[src/rtl/sram_port_arbiter.sv]
// rtl/sram_port_arbiter.sv - round-robin two-port arbiter for the shared 256x8 SRAM
// Each access is a fixed ACC/RESP pair; locked bursts are capped at MAX_BURST grants.
`timescale 1ns/1ps
module sram_port_arbiter #(
  parameter int word_size = 8,
  parameter int addr_size = 8,
  parameter int MAX_BURST = 4
) (
  input  logic                 clk,
  input  logic                 rst,
  input  logic                 m0_req,
  input  logic                 m0_lock,
  input  logic                 m0_we,
  input  logic [addr_size-1:0] m0_addr,
  input  logic [word_size-1:0] m0_wdata,
  output logic                 m0_ack,
  output logic [word_size-1:0] m0_rdata,
  input  logic                 m1_req,
  input  logic                 m1_lock,
  input  logic                 m1_we,
  input  logic [addr_size-1:0] m1_addr,
  input  logic [word_size-1:0] m1_wdata,
  output logic                 m1_ack,
  output logic [word_size-1:0] m1_rdata,
  output logic                 sram_en,
  output logic                 sram_we,
  output logic [addr_size-1:0] sram_addr,
  output logic [word_size-1:0] sram_wdata,
  input  logic [word_size-1:0] sram_rdata,
  output logic                 busy,
  output logic                 owner
);

  localparam int BW = $clog2(MAX_BURST + 1);
  localparam logic [BW-1:0] burst_max = BW'(MAX_BURST);

  typedef enum logic [1:0] {IDLE, ACC, RESP} state_t;

  state_t               state, state_d;
  logic                 owner_q, owner_d;
  logic                 last_q, last_d;
  logic                 we_q, we_d;
  logic [addr_size-1:0] addr_q, addr_d;
  logic [word_size-1:0] wdata_q, wdata_d;
  logic [word_size-1:0] rdata0_q, rdata1_q;
  logic [BW-1:0]        burst_q, burst_d;
  logic                 sel;
  logic                 own_req, own_lock;
  logic                 resp_read;

  always_ff @(posedge clk or negedge rst) begin
    if (!rst) begin
      state   <= IDLE;
      owner_q <= 1'b0;
      last_q  <= 1'b1;
      we_q    <= 1'b0;
      addr_q  <= '0;
      wdata_q <= '0;
      burst_q <= '0;
    end else begin
      state   <= state_d;
      owner_q <= owner_d;
      last_q  <= last_d;
      we_q    <= we_d;
      addr_q  <= addr_d;
      wdata_q <= wdata_d;
      burst_q <= burst_d;
    end
  end

  // Read data is forwarded in RESP and also kept so it holds after the ack.
  always_ff @(posedge clk or negedge rst) begin
    if (!rst) begin
      rdata0_q <= '0;
      rdata1_q <= '0;
    end else if (resp_read) begin
      if (owner_q) rdata1_q <= sram_rdata;
      else         rdata0_q <= sram_rdata;
    end
  end

  always_comb begin
    state_d  = state;
    owner_d  = owner_q;
    last_d   = last_q;
    we_d     = we_q;
    addr_d   = addr_q;
    wdata_d  = wdata_q;
    burst_d  = burst_q;
    own_req  = owner_q ? m1_req  : m0_req;
    own_lock = owner_q ? m1_lock : m0_lock;
    // In IDLE the port that did not go last wins a tie; in RESP only the owner can continue.
    if (state == IDLE) sel = (m0_req && m1_req) ? ~last_q : (m1_req && !m0_req);
    else               sel = owner_q;

    case (state)
      IDLE: begin
        if (m0_req || m1_req) begin
          owner_d = sel;
          we_d    = sel ? m1_we    : m0_we;
          addr_d  = sel ? m1_addr  : m0_addr;
          wdata_d = sel ? m1_wdata : m0_wdata;
          burst_d = BW'(1);
          state_d = ACC;
        end
      end
      ACC: state_d = RESP;
      RESP: begin
        last_d = owner_q;
        if (own_req && own_lock && burst_q < burst_max) begin
          we_d    = sel ? m1_we    : m0_we;
          addr_d  = sel ? m1_addr  : m0_addr;
          wdata_d = sel ? m1_wdata : m0_wdata;
          burst_d = burst_q + 1'b1;
          state_d = ACC;
        end else begin
          state_d = IDLE;
        end
      end
      default: state_d = IDLE;
    endcase
  end

  assign resp_read  = (state == RESP) && !we_q;
  assign sram_en    = (state == ACC);
  assign sram_we    = (state == ACC) && we_q;
  assign sram_addr  = addr_q;
  assign sram_wdata = wdata_q;
  assign busy       = (state != IDLE);
  assign owner      = owner_q;
  assign m0_ack     = (state == RESP) && !owner_q;
  assign m1_ack     = (state == RESP) && owner_q;
  assign m0_rdata   = (resp_read && !owner_q) ? sram_rdata : rdata0_q;
  assign m1_rdata   = (resp_read && owner_q)  ? sram_rdata : rdata1_q;

endmodule
[config.mk]
export PLATFORM = sky130hd
export DESIGN_NAME = sram_port_arbiter
export DESIGN_NICKNAME = d
export VERILOG_FILES = /design/src/rtl/sram_port_arbiter.sv
export SDC_FILE = /design/constraint.sdc
export NUM_CORES = 1
export LEC_CHECK = 0
export ABC_AREA = 1
export CAP_MARGIN = 20
export CORE_ASPECT_RATIO = 2
export CORE_MARGIN = 5
export CORE_UTILIZATION = 44
export CTS_BUF_LIST = sky130_fd_sc_hd__clkbuf_8
export DETAILED_ROUTE_END_ITERATION = 8
export PLACE_DENSITY = 0.86
export SLEW_MARGIN = 10
export SYNTH_ARGS = -nofsm -noshare
export SYNTH_HDL_FRONTEND = slang
export SYNTH_SLANG_ARGS = --single-unit
[constraint.sdc]
create_clock -name clk -period 2.1 [get_ports clk]
set_clock_uncertainty 0.15 [all_clocks]
set_input_delay 0.42 -clock clk [delete_from_list [all_inputs] [get_ports clk]]
set_output_delay 0.42 -clock clk [all_outputs]
set_load 0.05 [all_outputs]
# Yosys cells after proc, flatten, opt, wreduce, memory -nomap -nowiden
# Cells that the tools add are included.
# Widths: inputs -> output; s select.
# totals
wordCells	62
reg_bits	40
out_inout_bits	38
# classes
addsub	1
n_reduce_logical	21
bitwise_logic	2
n_eq_ne	4
mux	24
n_lt_le_gt_ge	1
# ops
op	count
$mux 8	8
$pmux 8 s2	2
$logic_and 1x1->1	10
$mux 1	8
$mux 3	2
$pmux 2 s3	1
$pmux 3 s2	1
$reduce_and 2->1	3
$reduce_bool 2->1	2
$add 3x1->3 const B	1
$logic_not 1->1	3
$lt 3x3->1 const B	1
$reduce_and 3->1	1
$eq 2x1->1 const B	1
$eq 2x2->1 const B	1
$logic_not 2->1	1
$mux 2	1
$ne 2x1->1 const B	1
$ne 2x2->1 const B	1
$not 1->1	2
$pmux 1 s2	1
$logic_or 1x1->1	1

# Depth between registers and ports, before layout
# Gate-level depths: netlist of run 1.
# depth
depth_word	7
mapped_depth	8
mapped_depth_nobuf	7

# Worst setup path before layout of run 1
# Ideal clock, no wire load.
# synth_timing
kind	reg2out
start	register owner_q, in the netlist owner
end	output port m1_rdata[0]
stages_incl_launch_ff	6
path_slack_ns	-0.701
arrival_ns	2.231
cell_sequence	dfrtp_1 > inv_1 > nor2_2 > nand2_2 > buf_6 > o21ai_2
# synth_between
elab_chain_cells	2
# synth_lines
element	line	source
start, declared	40	logic owner_q, owner_d;
start signal, assigned	62	owner_q <= owner_d;
$logic_and 1x1->1	134	assign m1_rdata = (resp_read && owner_q) ? sram_rdata : rdata1_q;
$mux 8	134	
end, declared	24	output logic [word_size-1:0] m1_rdata,
# Every way passes these cells.

# Final worst setup path of run 1
# layout_timing
start	register state[0]
end	output port m1_rdata[7]
# layout_between
elab_chain_cells	4
# layout_lines
element	line	source
start, declared	39	state_t state, state_d;
start signal, assigned	61	state <= state_d;
$eq 2x2->1	124	assign resp_read = (state == RESP) && !we_q;
$logic_and 1x1->1	124	
$logic_and 1x1->1	134	
$mux 8	134	
# Every way passes these cells.

==> results of run 1 <==
==> final cells by class <==
type	count	area, µm²
Clock buffer	5	68.82
Clock inverter	3	16.27
Fill cell	275	944.7
Inverter	47	182.7
Multi-Input combinational cell	155	1095
Sequential cell	40	1003
Tap cell	55	68.82
Timing Repair Buffer	102	1219
==> repair_timing <==
action	in CTS	in global routing
resized for setup	19	6
setup endpoints to repair	16	16
hold buffers	1	0
hold endpoints to repair	18	0
pin swaps	3	7
cloned	1	1
buffers inserted	5	6
==> per-layer routing <==
layer / GRT usage (%) / vias to the layer above
met5: 0 / -
met4: 7.455 / 0
met3: 5.882 / 17
met2: 41.85 / 95
met1: 21.51 / 998
li1: - / 978
==> cell usage in the layout, fill, tap and decap left out, types with 2 or more instances in the layout <==
cell type	Yosys	routed
nand3_1	56	56
clkdlybuf4s50_1	0	56
inv_1	46	45
nand2_1	56	40
dfrtp_1	39	38
buf_12	0	25
buf_4	2	19
o21ai_4	1	17
nand2_2	3	13
nand2_4	5	9
nand2_8	1	5
nor2_1	5	5
clkbuf_8	0	5
nor2_4	1	3
o21ai_0	3	3
inv_2	1	2
==> worst max-delay path: cells and delay by family, from the launching register on <==
family | cells | cell delay [ps]
compound gates | 1 | 210
buf+inv | 2 | 260
flops | 1 | 420
simple gates | 3 | 490
==> through the flow <==
step | setup TNS, ps | setup slack (ps) | util [%]
after floorplan | -588.8 | -84.28 | -
after global placement | 0 | 108.8 | 72.14
after detailed placement | 0 | 47.97 | 72.14
after CTS | -1486 | -116.2 | 76.87
after global routing | -2840 | -209.4 | 79.46
final | -1916 | -155.3 | 79.46
==> how the worst min path moves through the flow <==
stage / startpoint / endpoint / slack (ps) / cells after the start
6_report: rdata0_q[0] / rdata0_q[0] / 360 / 2
5_1_grt: rdata1_q[0] / rdata1_q[0] / 390 / 2
4_1_cts: last_q / last_q / 340 / 2
3_5_place_dp: rst / rdata0_q[0] / 260 / 1
3_3_place_gp: rst / rdata0_q[0] / 250 / 1
2_1_floorplan: rst / burst_q[0] / -30 / 0
==> cell families (layout without fill, tap and decap cells) <==
kind of cell,count (synthesis),count (layout),share of synthesized area (%)
fa+ha+maj,1,1,0.5983
flops,40,40,47.94
simple gates,131,133,30.58
compound gates,20,20,8.198
buf+inv,57,157,12.27
xor+xnor,1,1,0.4190
==> flip-flops by register name, indices dropped and copies added (netlist names) <==
signal and count:
rdata0_q 8, rdata1_q 8, sram_addr 8, sram_wdata 8, burst_q 3, state 2, last_q 1, owner 1
we_q 1
==> power breakdown <==
group / total [µW] / switching [µW] / internal, µW
Sequential: 1450 / 282 / 1170
Clock: 506 / 278 / 228
Combinational: 5220 / 3140 / 2080
Total: 7170 / 3700 / 3470
==> metrics, run 1 <==
fin crit share 107.4%; Final Non-Filler Cells 407; critical path cell sequence inv_2, nand2_4, nor2_4, nand2_8, o21ai_4, buf_12; worst r2r path cells 8; register area share after synthesis 47.94%; vias in the first global route 2199; gr ovfl total 0; Critical Path Source state[0]; Inserted Clock Buffers 5; wire length on met2 4.076 mm; cell accounting for the most synthesized area dfrtp_1; starting density of the core 45.47%; wl on met1 2.310 mm; IO Count 86; Routability Congestion 0.8021; std cell rows 35; layout cell share with drive strength beyond 1 30.11%; # H-tree levels 2; Root Buffer clkbuf_8; largest net degree at the start of global routing 23; Startpoint Class register; Mapped Avg Cell Area 8.363 µm²; total core area 4598 µm²; VDD IR max 1.524 mV; Setup crit end m1_rdata[7]; drt wl/cell 17.51 µm; Primary FF master, synth dfrtp_1; HP Class reg -> reg; synth top area cells dfrtp_1 (47%), nand3_1 (13%), nand2_1 (10%); Cells after DPL 385; fin. max-slew vios 0; aggregate global-route resource usage 21.94%; clk_lat worst skew 300 ps; Syn. warnings 0; Post-Layout Inst Area 3654 µm²; R2R Path Start state[1]; CP max-delay cell dfrtp_1; CTS tree done; flop2flop setup slack 350 ps; final hold violation count 0; die width 58.74 µm; Yosys reg bits 40; Met3 Routed Length 525 µm; Reg2Reg Capture Point we_q; P_leak 0.001778 µW; post-synthesis cell area 2091 µm²; Starting DRT DRC Count 85; Die Y 107.5 µm; antenna cell count 0; clock buffer depth 2; Post-synth EDFFs 0; vias per cell 5.130; CP Class reg -> out; DR top layer met4; clk slew on worst S/H paths 80 ps; CTS sink count 40; worst slew pin tran 520.4 ps; Worst setup EP type output port; status finished with violations; CP arrival 1690 ps; WL final 7.127 mm; Vias 2088; Synth cell types 21; total power 7174 µW; Detailed Place HPWL 4.739 mm; WHS 362.8 ps; Final ANT Viol Nets 0; post-layout min period 2255 ps; drt first pass iters 4; drc violations 0; final setup margin -155.3 ps; pwr/cell area 1964 nW/µm²; fin nets 400; Synthesized Nets 299; first-pass GRT wire length 10.54 mm; final setup violation count 16; Max FO, Critical Path 8; asr flop ratio synth 100.0%; failing checks setup timing; slowest stage delay, CP 420 ps; Port Buffer Count 85; antenna violations before repair 0; Fmax achieved 443.4 MHz; area share of the largest cell type after synthesis 46.68%; Area growth syn-to-layout 74.75%; max cap viols 0; RSZ-0062 raised after global routing yes; worst path required time 1530 ps; Post-DP Area 3317 µm²; Commonest cells post-synth nand2_1 (56), nand3_1 (56), inv_1 (46); Die ar. 6314 µm²; Syn Inst Count 250; slew margin rel. 65.31%
(Power assumes the default switching activity.)
==> run 2: changes to the inputs <==
--- a/config.mk
+++ b/config.mk
@@ -6,7 +6,7 @@
 export NUM_CORES = 1
 export LEC_CHECK = 0
 export ABC_AREA = 1
-export CAP_MARGIN = 20
+export CAP_MARGIN = 30
 export CORE_ASPECT_RATIO = 2
 export CORE_MARGIN = 5
 export CORE_UTILIZATION = 44
==> results of run 2 <==
The final DEF is identical to that of run 1; final timing and power are the same.
